### config.mk
export PLATFORM = sky130hd
export DESIGN_NAME = mem_bus_arbiter
export DESIGN_NICKNAME = d
export VERILOG_FILES = /design/src/rtl/mem_bus_arbiter.sv
export SDC_FILE = /design/constraint.sdc
export NUM_CORES = 1
export LEC_CHECK = 0
export BUFFER_PORTS_ARGS = -buffer_cell sky130_fd_sc_hd__buf_2
export CAP_MARGIN = 15
export CORE_MARGIN = 5
export CORE_UTILIZATION = 30
export CTS_CLUSTER_DIAMETER = 30
export DETAILED_ROUTE_END_ITERATION = 6
export GPL_ROUTABILITY_DRIVEN = 0
export GPL_TIMING_DRIVEN = 0
export HOLD_SLACK_MARGIN = 0.1
export SYNTH_ARGS = -nofsm -noshare
export SYNTH_HDL_FRONTEND = slang
export SYNTH_SLANG_ARGS = --single-unit
### constraint.sdc
create_clock -name clk -period 4 [get_ports clk]
set_input_delay 0.6 -clock clk [delete_from_list [all_inputs] [get_ports clk]]
set_output_delay 0.6 -clock clk [all_outputs]
set_load 0.02 [all_outputs]
### src/rtl/mem_bus_arbiter.sv
// Arbiter for the single SRAM-like memory port shared by instruction fetch and data access.
// Runs one req/addr_ok/data_ok transaction at a time; data wins over fetch when both request together.
module mem_bus_arbiter (
    input  logic        clk,
    input  logic        reset,

    input  logic        inst_req,
    input  logic [31:0] inst_addr,
    output logic [31:0] inst_rdata,
    output logic        inst_ok,

    input  logic        data_req,
    input  logic        data_wr,
    input  logic [1:0]  data_size,
    input  logic [31:0] data_addr,
    input  logic [31:0] data_wdata,
    output logic [31:0] data_rdata,
    output logic        data_ok,

    output logic        bus_req,
    output logic        bus_wr,
    output logic [1:0]  bus_size,
    output logic [31:0] bus_addr,
    output logic [31:0] bus_wdata,
    input  logic        bus_addr_ok,
    input  logic        bus_data_ok,
    input  logic [31:0] bus_rdata,

    output logic        stall_f,
    output logic        stall_m
);

    typedef enum logic [1:0] {IDLE, ADDR, WAIT, DONE} state_t;

    localparam logic OWNER_INST = 1'b0;
    localparam logic OWNER_DATA = 1'b1;

    state_t      state, state_nxt;
    logic        owner, owner_nxt;
    logic        bus_req_nxt, bus_wr_nxt;
    logic [1:0]  bus_size_nxt;
    logic [31:0] bus_addr_nxt, bus_wdata_nxt;
    logic [31:0] rdata_q, rdata_nxt;
    logic        inst_ok_nxt, data_ok_nxt;

    // NOTE: every signal written here gets a default first, so no path can leave it unassigned and infer a latch.
    always_comb begin
        state_nxt     = state;
        owner_nxt     = owner;
        bus_req_nxt   = bus_req;
        bus_wr_nxt    = bus_wr;
        bus_size_nxt  = bus_size;
        bus_addr_nxt  = bus_addr;
        bus_wdata_nxt = bus_wdata;
        rdata_nxt     = rdata_q;
        inst_ok_nxt   = 1'b0;
        data_ok_nxt   = 1'b0;

        case (state)
            IDLE: begin
                if (data_req) begin
                    owner_nxt     = OWNER_DATA;
                    bus_req_nxt   = 1'b1;
                    bus_wr_nxt    = data_wr;
                    bus_size_nxt  = data_size;
                    bus_addr_nxt  = data_addr;
                    bus_wdata_nxt = data_wdata;
                    state_nxt     = ADDR;
                end else if (inst_req) begin
                    owner_nxt     = OWNER_INST;
                    bus_req_nxt   = 1'b1;
                    bus_wr_nxt    = 1'b0;
                    bus_size_nxt  = 2'd2;
                    bus_addr_nxt  = inst_addr;
                    bus_wdata_nxt = '0;
                    state_nxt     = ADDR;
                end
            end
            ADDR: begin
                if (bus_addr_ok) begin
                    bus_req_nxt = 1'b0;
                    state_nxt   = WAIT;
                end
            end
            WAIT: begin
                if (bus_data_ok) begin
                    // Write acks carry no data, so the return register reads zero for stores.
                    rdata_nxt   = bus_wr ? 32'h0 : bus_rdata;
                    inst_ok_nxt = (owner == OWNER_INST);
                    data_ok_nxt = (owner == OWNER_DATA);
                    state_nxt   = DONE;
                end
            end
            DONE:    state_nxt = IDLE;
            default: state_nxt = IDLE;
        endcase
    end

    // NOTE: sequential state uses non-blocking assignments so every register samples pre-edge values.
    always_ff @(posedge clk or posedge reset) begin
        if (reset) begin
            state     <= IDLE;
            owner     <= OWNER_INST;
            bus_req   <= 1'b0;
            bus_wr    <= 1'b0;
            bus_size  <= 2'd0;
            bus_addr  <= 32'h0;
            bus_wdata <= 32'h0;
            rdata_q   <= 32'h0;
            inst_ok   <= 1'b0;
            data_ok   <= 1'b0;
        end else begin
            state     <= state_nxt;
            owner     <= owner_nxt;
            bus_req   <= bus_req_nxt;
            bus_wr    <= bus_wr_nxt;
            bus_size  <= bus_size_nxt;
            bus_addr  <= bus_addr_nxt;
            bus_wdata <= bus_wdata_nxt;
            rdata_q   <= rdata_nxt;
            inst_ok   <= inst_ok_nxt;
            data_ok   <= data_ok_nxt;
        end
    end

    // Both requesters see the shared return register; only their ok pulse qualifies it.
    assign inst_rdata = rdata_q;
    assign data_rdata = rdata_q;

    assign stall_f = inst_req & ~inst_ok;
    assign stall_m = data_req & ~data_ok;

endmodule

==> impl_results.md <==
* Data required, critical path at 3.40 ns
* Final HPWL DP at 11.3 mm
* Beginning of the critical path: data_req
* RSZ-0062 raised after global routing: no
* Most common cell after layout, fill and taps aside: buf_2
* Reg2reg setup slack at 2.39 ns
* DRC viols at 0
* Core ar. at 0.0158 mm^2
* Post-route ant nets at 0
* Final hold vios at 0
* Placed cell count at 980
* Hold WC Path Type: input pin to async pin
* Synth Cell Area at 0.00477 mm^2
* Fin Hold WS at 0.378 ns
* Most used DFF post-synth: dfrtp_1
* Max cap viols at 0
* Flops & latches, synth at 105
* GRT Util Overall at 0.152
* Maximum VDD drop at 0.000316 V
* GRT overflow at 0
* Final Slew Violations at 0
* Power per cell area at 811 mW/mm^2
* Final cell count without fillers at 997
* Final Setup Violations at 0
* Average routed wire per standard cell at 14.4 um
* Clk_skew at 0.00788 ns
* Setup TNS at 0 ns
* CTS Buf Count at 9
* Most frequent cells in the layout: buf_2 (286), nand2_1 (137), dfrtp_1 (105)
* Crit start category: input pin
* WP data arrival at 1.47 ns
* Tcrit/Tclk final at 0.519
* Cell Area, Placed at 0.00643 mm^2
* Max incr delay on CP at 0.33 ns
* Final Critical Period at 2.07 ns
* Average cell area after synthesis at 9.70 um^2
* Critical path's most frequent cell: buf_2
* Post-synth top area cell: dfrtp_1
* Leakage at 3.86 nW
* Top-area cell type share of the netlist area at 0.550
* DR iter-0 viols at 158
* Die X at 136 um
* Antenna violations before repair at 1
* Crit Path Class: input pin to output port
* Largest net degree at the start of global routing at 58
* Via count at 4,324
* Setup Fix Bufs, Post-CTS at 0
* Final #Nets at 915
* Crit-path slowest cell: buf_2
* Netlist cell types at 24
* Post-synth EDFFs at 0
* CTS tree: done
* Row cnt at 46
* CP cell instances: buf_4 > buf_2 > nor2b_1 > buf_2
* Crit Reg-Reg Startpoint: state[0]
* Clock tree sinks at 105
* Fmax achieved at 0.482 GHz
* Max Root-Sink Buffers at 2
* Root cell of the clock tree: clkbuf_16
* Asr flop ratio synth at 1.00
* Seq/Total Area, Yosys at 0.550
* Final instance area at 0.00677 mm^2
* DR pass1 iterations at 6
* Net Count, Synth at 632
* Final wirelength at 14.4 mm
* Share of layout cells above drive strength 1 at 0.449
* Htree depth at 3
* Number of I/O port buffers at 271
* Max FO, Critical Path at 10
* FF-to-FF path depth at 6
* Synth area leaders: dfrtp_1 (55%), nand2_1 (11%), mux2i_1 (6.7%), buf_4 (5.5%), nand2b_1 (4.2%)
* Crit end category: output port
* Initial Util at 0.303
* Slew @ Worst Pin at 0.761 ns
* Vias in the first global route at 4,283
* Rel. slew slack at 0.493
* Hold Buf Count CTS at 0
* Reg clk slew, reported paths at 0.07 ns
* Clock Latency Late Sink at 0.34 ns
* I/O pin cnt at 273
* Synthesis Warnings at 0
* Vias per inst at 4.34
* First-pass GRT wire length at 22.0 mm
* Area of the die at 0.0185 mm^2
* Mapped Cells at 492
* CTS resizes at 0
* Die Y at 136 um
* Status: finished, final reports clean
* Layout area overhead at 41.8%
logic make-up (layout without fill, tap and decap cells):
kind of cell | count (synthesis) | in the layout | share of synthesized area
multiplexers | 33 | 33 | 0.0695
other | 0 | 1 | 0
flip-flops | 105 | 105 | 0.550
adder cells (fa/ha/maj) | 3 | 3 | 0.00786
buffers and inverters | 70 | 358 | 0.0993
AO/OA/AOI/OAI | 71 | 71 | 0.0794
AND/OR/NAND/NOR | 210 | 210 | 0.193
through the flow:
stage	util	power, mW	setup slack (ns)
after global placement	0.406	4.53	-0.824
after CTS	0.429	5.59	1.91
after global routing	0.429	5.89	1.87
after floorplan	-	3.58	0.639
final	0.429	5.49	1.93
after detailed placement	0.408	4.58	1.91
path summary, 6_finish.rpt:
path	end
worst max-delay path	stall_m
worst max register to register	data_rdata[30]
max in group asynchronous	bus_addr[11]
min in group clk	inst_ok
worst min register to register	inst_ok
worst min-delay path	data_rdata[3]
synthesized netlist by cell type (all sizes together), types with 2 or more instances:
cell type	number
ha	3
mux2i	32
nor2b	4
o21ai	66
clkbuf	7
dfrtp	105
nand2b	32
nand3	34
nand2	137
nor2	2
buf	58
inv	5
power breakdown:
group / switching [mW] / internal (mW)
registers: 0.270 / 1.53
clock network: 0.407 / 0.588
logic: 1.68 / 1.02
cell type report:
type / count / area, um^2
Clock inverter: 5 / 85.1
Multi-Input combinational cell: 317 / 1670
Clock buffer: 11 / 253
Tap cell: 216 / 270
Inverter: 5 / 21.3
Buffer: 65 / 455
Sequential cell: 105 / 2630
Timing Repair Buffer: 272 / 1380
Antenna cell: 1 / 2.50
Fill cell: 1630 / 9000
worst max-delay path, delay by kind of cell:
family        cells  cell delay [ns]
buf+inv           3             0.66
simple gates      1             0.21
registers in the layout, indices dropped and copies added (netlist names):
signal	flops
data_ok	1
data_rdata	32
bus_wr	1
bus_req	1
bus_size	2
state	2
inst_ok	1
bus_addr	32
bus_wdata	32
owner	1
metal layers:
metal  global-route usage  up-vias  share of wire
li1                     -     2138              -
met1                0.186     1985           0.42
met2                0.255      188           0.47
met3               0.0403       13          0.093
met4               0.0582        0          0.018
met5                    0        -              0
(Power assumes the default switching activity.)
